===== src/rtl/icache_refill_responder_pkg.sv =====
// Shared configuration, state encoding and size helpers for the icache refill responder.
package icache_refill_responder_pkg;

    typedef struct packed {
        int unsigned XLEN;
        int unsigned ICACHE_LINE_WIDTH;
    } user_cfg_t;

    localparam user_cfg_t DefaultCfg = '{XLEN: 32, ICACHE_LINE_WIDTH: 32};

    typedef enum logic [2:0] {
        StIdle,
        StIssue,
        StWait,
        StResp,
        StDrain
    } refill_state_e;

    function automatic int unsigned line_bits(input user_cfg_t cfg);
        return cfg.ICACHE_LINE_WIDTH * 8;
    endfunction

    function automatic int unsigned refill_beats(input user_cfg_t cfg);
        return line_bits(cfg) / cfg.XLEN;
    endfunction

endpackage


===== src/rtl/icache_refill_responder.sv =====
// Refills one icache line by reading XLEN-bit beats from memory, one outstanding read at a time,
// and returns the assembled line. flush_i abandons the refill, draining any read still in flight.
module icache_refill_responder
    import icache_refill_responder_pkg::*;
#(
    parameter user_cfg_t   Cfg       = DefaultCfg,
    parameter int unsigned LINE_BITS = line_bits(Cfg),
    parameter int unsigned BEATS     = refill_beats(Cfg)
) (
    input  logic                  clk_i,
    input  logic                  rst_i,
    input  logic                  req_valid_i,
    output logic                  req_ready_o,
    input  logic [Cfg.XLEN-1:0]   req_addr_i,
    input  logic                  flush_i,
    output logic                  rsp_valid_o,
    input  logic                  rsp_ready_i,
    output logic [LINE_BITS-1:0]  rsp_line_o,
    output logic [Cfg.XLEN-1:0]   rsp_addr_o,
    output logic                  rsp_err_o,
    output logic                  mem_req_valid_o,
    input  logic                  mem_req_ready_i,
    output logic [Cfg.XLEN-1:0]   mem_req_addr_o,
    input  logic                  mem_rsp_valid_i,
    input  logic [Cfg.XLEN-1:0]   mem_rsp_data_i,
    input  logic                  mem_rsp_err_i
);

    localparam int unsigned XLEN   = Cfg.XLEN;
    localparam int unsigned BEAT_W = $clog2(BEATS);
    localparam int unsigned OFF_W  = $clog2(Cfg.ICACHE_LINE_WIDTH);
    localparam int unsigned BYTE_W = $clog2(XLEN / 8);

    if (BEATS < 2 || (BEATS & (BEATS - 1)) != 0) begin : gen_bad_beats
        $error("BEATS must be a power of two >= 2");
    end

    refill_state_e         state_q, state_d;
    logic [XLEN-1:0]       base_q, base_d;
    logic [BEAT_W-1:0]     beat_q, beat_d;
    logic [LINE_BITS-1:0]  line_q, line_d;
    logic                  err_q, err_d;

    // Offset bits within the line are dropped when the base is latched.
    logic unused_offset;
    assign unused_offset = ^req_addr_i[OFF_W-1:0];

    always_comb begin
        state_d         = state_q;
        base_d          = base_q;
        beat_d          = beat_q;
        line_d          = line_q;
        err_d           = err_q;
        req_ready_o     = 1'b0;
        mem_req_valid_o = 1'b0;
        rsp_valid_o     = 1'b0;

        unique case (state_q)
            StIdle: begin
                req_ready_o = !flush_i;
                if (!flush_i && req_valid_i) begin
                    base_d  = {req_addr_i[XLEN-1:OFF_W], {OFF_W{1'b0}}};
                    beat_d  = '0;
                    err_d   = 1'b0;
                    state_d = StIssue;
                end
            end
            StIssue: begin
                mem_req_valid_o = 1'b1;
                // A read accepted in the flush cycle is still in flight and must be drained.
                if (flush_i) begin
                    state_d = mem_req_ready_i ? StDrain : StIdle;
                end else if (mem_req_ready_i) begin
                    state_d = StWait;
                end
            end
            StWait: begin
                if (mem_rsp_valid_i) begin
                    if (flush_i) begin
                        state_d = StIdle;
                    end else begin
                        line_d[beat_q*XLEN +: XLEN] = mem_rsp_data_i;
                        err_d = err_q | mem_rsp_err_i;
                        if (beat_q == BEAT_W'(BEATS - 1)) begin
                            state_d = StResp;
                        end else begin
                            beat_d  = beat_q + BEAT_W'(1);
                            state_d = StIssue;
                        end
                    end
                end else if (flush_i) begin
                    state_d = StDrain;
                end
            end
            StResp: begin
                rsp_valid_o = !flush_i;
                if (flush_i || rsp_ready_i) begin
                    state_d = StIdle;
                end
            end
            StDrain: begin
                if (mem_rsp_valid_i) begin
                    state_d = StIdle;
                end
            end
            default: state_d = StIdle;
        endcase
    end

    always_ff @(posedge clk_i or posedge rst_i) begin
        if (rst_i) begin
            state_q <= StIdle;
            base_q  <= '0;
            beat_q  <= '0;
            line_q  <= '0;
            err_q   <= 1'b0;
        end else begin
            state_q <= state_d;
            base_q  <= base_d;
            beat_q  <= beat_d;
            line_q  <= line_d;
            err_q   <= err_d;
        end
    end

    assign mem_req_addr_o = base_q + (XLEN'(beat_q) << BYTE_W);
    assign rsp_line_o     = line_q;
    assign rsp_addr_o     = base_q;
    assign rsp_err_o      = err_q;

    mem_rsp_only_when_waiting_a: assert property (@(posedge clk_i) disable iff (rst_i)
        mem_rsp_valid_i |-> (state_q == StWait || state_q == StDrain));

endmodule


===== config.mk =====
export PLATFORM = sky130hd
export DESIGN_NAME = icache_refill_responder
export DESIGN_NICKNAME = d
export VERILOG_FILES = /design/src/rtl/icache_refill_responder_pkg.sv /design/src/rtl/icache_refill_responder.sv
export SDC_FILE = /design/constraint.sdc
export NUM_CORES = 1
export LEC_CHECK = 0
export CORE_UTILIZATION = 50
export CTS_CLUSTER_SIZE = 8
export DETAILED_ROUTE_END_ITERATION = 10
export PLACE_DENSITY = 0.95
export SYNTH_ARGS = -nofsm -noshare
export SYNTH_HDL_FRONTEND = slang
export SYNTH_SLANG_ARGS = --single-unit
export TNS_END_PERCENT = 50

===== constraint.sdc =====
create_clock -name clk_i -period 19.5 [get_ports clk_i]
set_input_delay 2.925 -clock clk_i [delete_from_list [all_inputs] [get_ports clk_i]]
set_output_delay 2.925 -clock clk_i [all_outputs]
set_load 0.01 [all_outputs]

==> out/results.ini <==
[floorplanning]
core-area_mm2 = 0.0238
initial_core_util_pct = 51.6
die_w_um = 159
fp.dieH_um = 159
io_pins = 396
dieArea_mm2 = 0.0251
fp-row-count = 56

[power]
cellLeakagePower_nw = 8.04
total_power_mw = 1.50
power.share.clock_pct = 42.4
powerDensity_mw_per_mm2 = 86.3
seqPwrFrac_pct = 44.2
p_int_mw = 1.14
netSwitchingFraction_pct = 23.6
p_sw_mw = 0.352
combPwrFrac_pct = 13.4
ir_worst_vdd_v = 0.0000713

[drt]
first_pass_iters = 4
drcViolationCount = 0
viasPerCell = 5.39
drtIter0Drc = 427
wl_per_cell_um = 22.2
ant_nets = 0
wl_um = 34900
via_count = 8445

[worst_setup_path]
path_class = primary input to output port
cp_num_buf_inv = 2
cpLargestDelayFamily = buffers and inverters
start_kind = primary input
crit_path_top_delay_cell = clkdlybuf4s50_1
required_ns = 16.57
r2r_cells = 7
cp.arrival_ns = 4.40
rrSetupSlack_ns = 15.98
r2r-start = beat_q[0]$_DFFE_PP0P_
reg2reg_to = rsp_line_o[64]$_DFFE_PP0P_
critical_path_peak_fanout = 8
cp_cell_sequence = clkdlybuf4s50_1 > nor4b_1 > clkdlybuf4s50_1
slowest_delay_ns = 0.59
cp-end-kind = output port
crit_path_frequent_cell = clkdlybuf4s50_1

[synth]
syn_area_mm2 = 0.0123
yosys.area.top_type_share_pct = 59.2
postSynthAreaPerCell_um2 = 14.0
synth-seq-cells = 290
synth_warnings = 0
synth.area.top_cells = dfrtp_1 59%, mux2_2 21%, and2_1 4.9%
ys_seq_area_share_pct = 59.2
synthCells = 873
synth_top_area_cell = dfrtp_1
ys_types = 40

[cts]
path_clk_slew_ns = 0.05
cts_buffer_depth = 3
cts_inserted_buffers = 42
cts.sinks = 290
cts_tree = built
cts_hold_buf = 0
root_buffer = clkbuf_16
cts_setup_buffers = 0
htree_num_levels = 2
clk-insertion-delay-late_ns = 0.52
cts_resized = 0

[sta]
finalSetupViolCount = 0
worst_slew_pin_slew_ns = 1.12
slew_violations = 0
finalHoldViolCount = 0
timing.final.crit_share_pct = 37.5
finClkSkew_ns = 0.0209
max_freq_mhz = 137
rsz0062_at_grt = no
tns_ns = 0
slew_headroom_pct = 25.3
finalCriticalPeriod_ns = 7.32

[place]
gp_congestion = 0.821
hpwl_um = 23500
portBuffers = 383
dpl.cell_count = 1521

[global_route]
grt_overflow_total = 0
grt_antenna_before_repair = 0
grt_pass1_vias = 9265
grt_max_degree = 146
track_usage_pct = 27.8
grt_pass1_wl_um = 52400

[worst_hold_path]
hold_end = rsp_line_o[245]$_DFFE_PP0P_
hold_class = register to register
hold_start = rsp_line_o[245]$_DFFE_PP0P_
whs_path_depth = 1

[status]
status = finished, final reports clean

[finish]
nets = 1325
layout_commonest_cell = clkdlybuf4s50_1
nFillCells = 1463
diodes = 0
area_growth_pct = 41.5
final_cell_mix = 383 x clkdlybuf4s50_1, 290 x dfrtp_1, 233 x mux2_2
final_cells = 1568
layout-drive-gt1-share_pct = 24.8

[job]
max-cap-violations = 0

-- worst reg2reg max path, cell delays in order, from the launching register on --
cell and delay, ns:
dfrtp_1 0.61, inv_1 0.13, ha_1 0.24, ha_1 0.52, o31ai_1 0.32, nor3_4 0.67
buf_4 0.49, mux2_2 0.41
-- cell families after synthesis --
logic type	Yosys count	share of synthesized area, %
adders and majority gates	7	0.715
and+or+nand+nor	161	8.19
DFF	290	59.2
AOI/OAI and AO/OA	15	0.960
muxes	285	25.9
other	1	0.0306
buffers and inverters	114	5.01
-- registers in the layout (all words and copies together), names as in the netlist --
signal	flops
rsp_err_o	1
state_q	3
rsp_addr_o	27
rsp_line_o	256
beat_q	3
-- worst max path at each step --
stage	depth (start not counted)	end	slack (ns)	start
finish	3	rsp_valid_o	12.18	flush_i
global route	3	rsp_valid_o	12.06	flush_i
CTS	3	rsp_valid_o	12.16	flush_i
detailed placement	3	rsp_valid_o	12.16	flush_i
global placement	3	rsp_valid_o	12.19	flush_i
floorplan	1	beat_q[0]$_DFFE_PP0P_	8.57	rst_i
-- final cells by class --
class                   instances  area [µm²]  share of cell area (%)
clock inverters                 4        38.8                   0.224
well taps                     319         399                    2.30
flip-flops and latches        290        7260                    41.8
clock buffers                  43        1080                    6.20
inverters                      37         146                   0.844
multi-input cells             475        4470                    25.7
repair buffers                400        3960                    22.8
-- layer usage --
layer  part of all wire [%]  GRT usage (%)  routed length (µm)  up-vias
met3                    8.8           9.47                3070       76
met2                     51           48.9               17600      356
met1                     37           31.3               13100     4341
li1                       -              -                   -     3672
met5                      0              0                   0        -
met4                    3.2           10.1                1100        0
-- through the flow --
stage	utilization, %	hold slack (ns)	setup WS, ns	instance area (µm²)
finish	73.0	0.487	12.18	17300
floorplan	-	0.529	8.57	12300
CTS	73.0	0.489	12.16	17300
global placement	68.3	0.466	12.19	16200
global route	73.0	0.505	12.06	17300
detailed placement	68.3	0.477	12.16	16200
-- cells in the mapped netlist (all sizes together) --
master	instances
a31oi	2
ha	7
or4b	1
nor2b	2
and3b	2
a211oi	1
inv	37
o31ai	2
nor4b	2
o2111a	1
a21oi	1
nor2	1
a22o	2
nor4	6
nand4bb	1
nor3b	4
o2bb2ai	1
o21bai	1
or3b	1
nor3	5
mux2i	32
or4	1
conb	1
mux2	253
dfrtp	290
nand3	1
nand2b	4
clkbuf	17
and2	96
a2111oi	2
o211ai	1
buf	60
nand2	34
a21boi	1
-- power by group through the flow --
| stage | combinational (mW) | clock [mW] | sequential [mW] |
|---|---|---|---|
| 3_5_place_dp | 0.201 | 0 | 0.671 |
| 5_1_grt | 0.213 | 0.666 | 0.666 |
| 4_1_cts | 0.202 | 0.645 | 0.662 |
| 2_1_floorplan | 0.0793 | 0 | 0.680 |
| 6_report | 0.200 | 0.635 | 0.662 |
| 3_3_place_gp | 0.196 | 0 | 0.668 |
(Power assumes the default switching activity.)
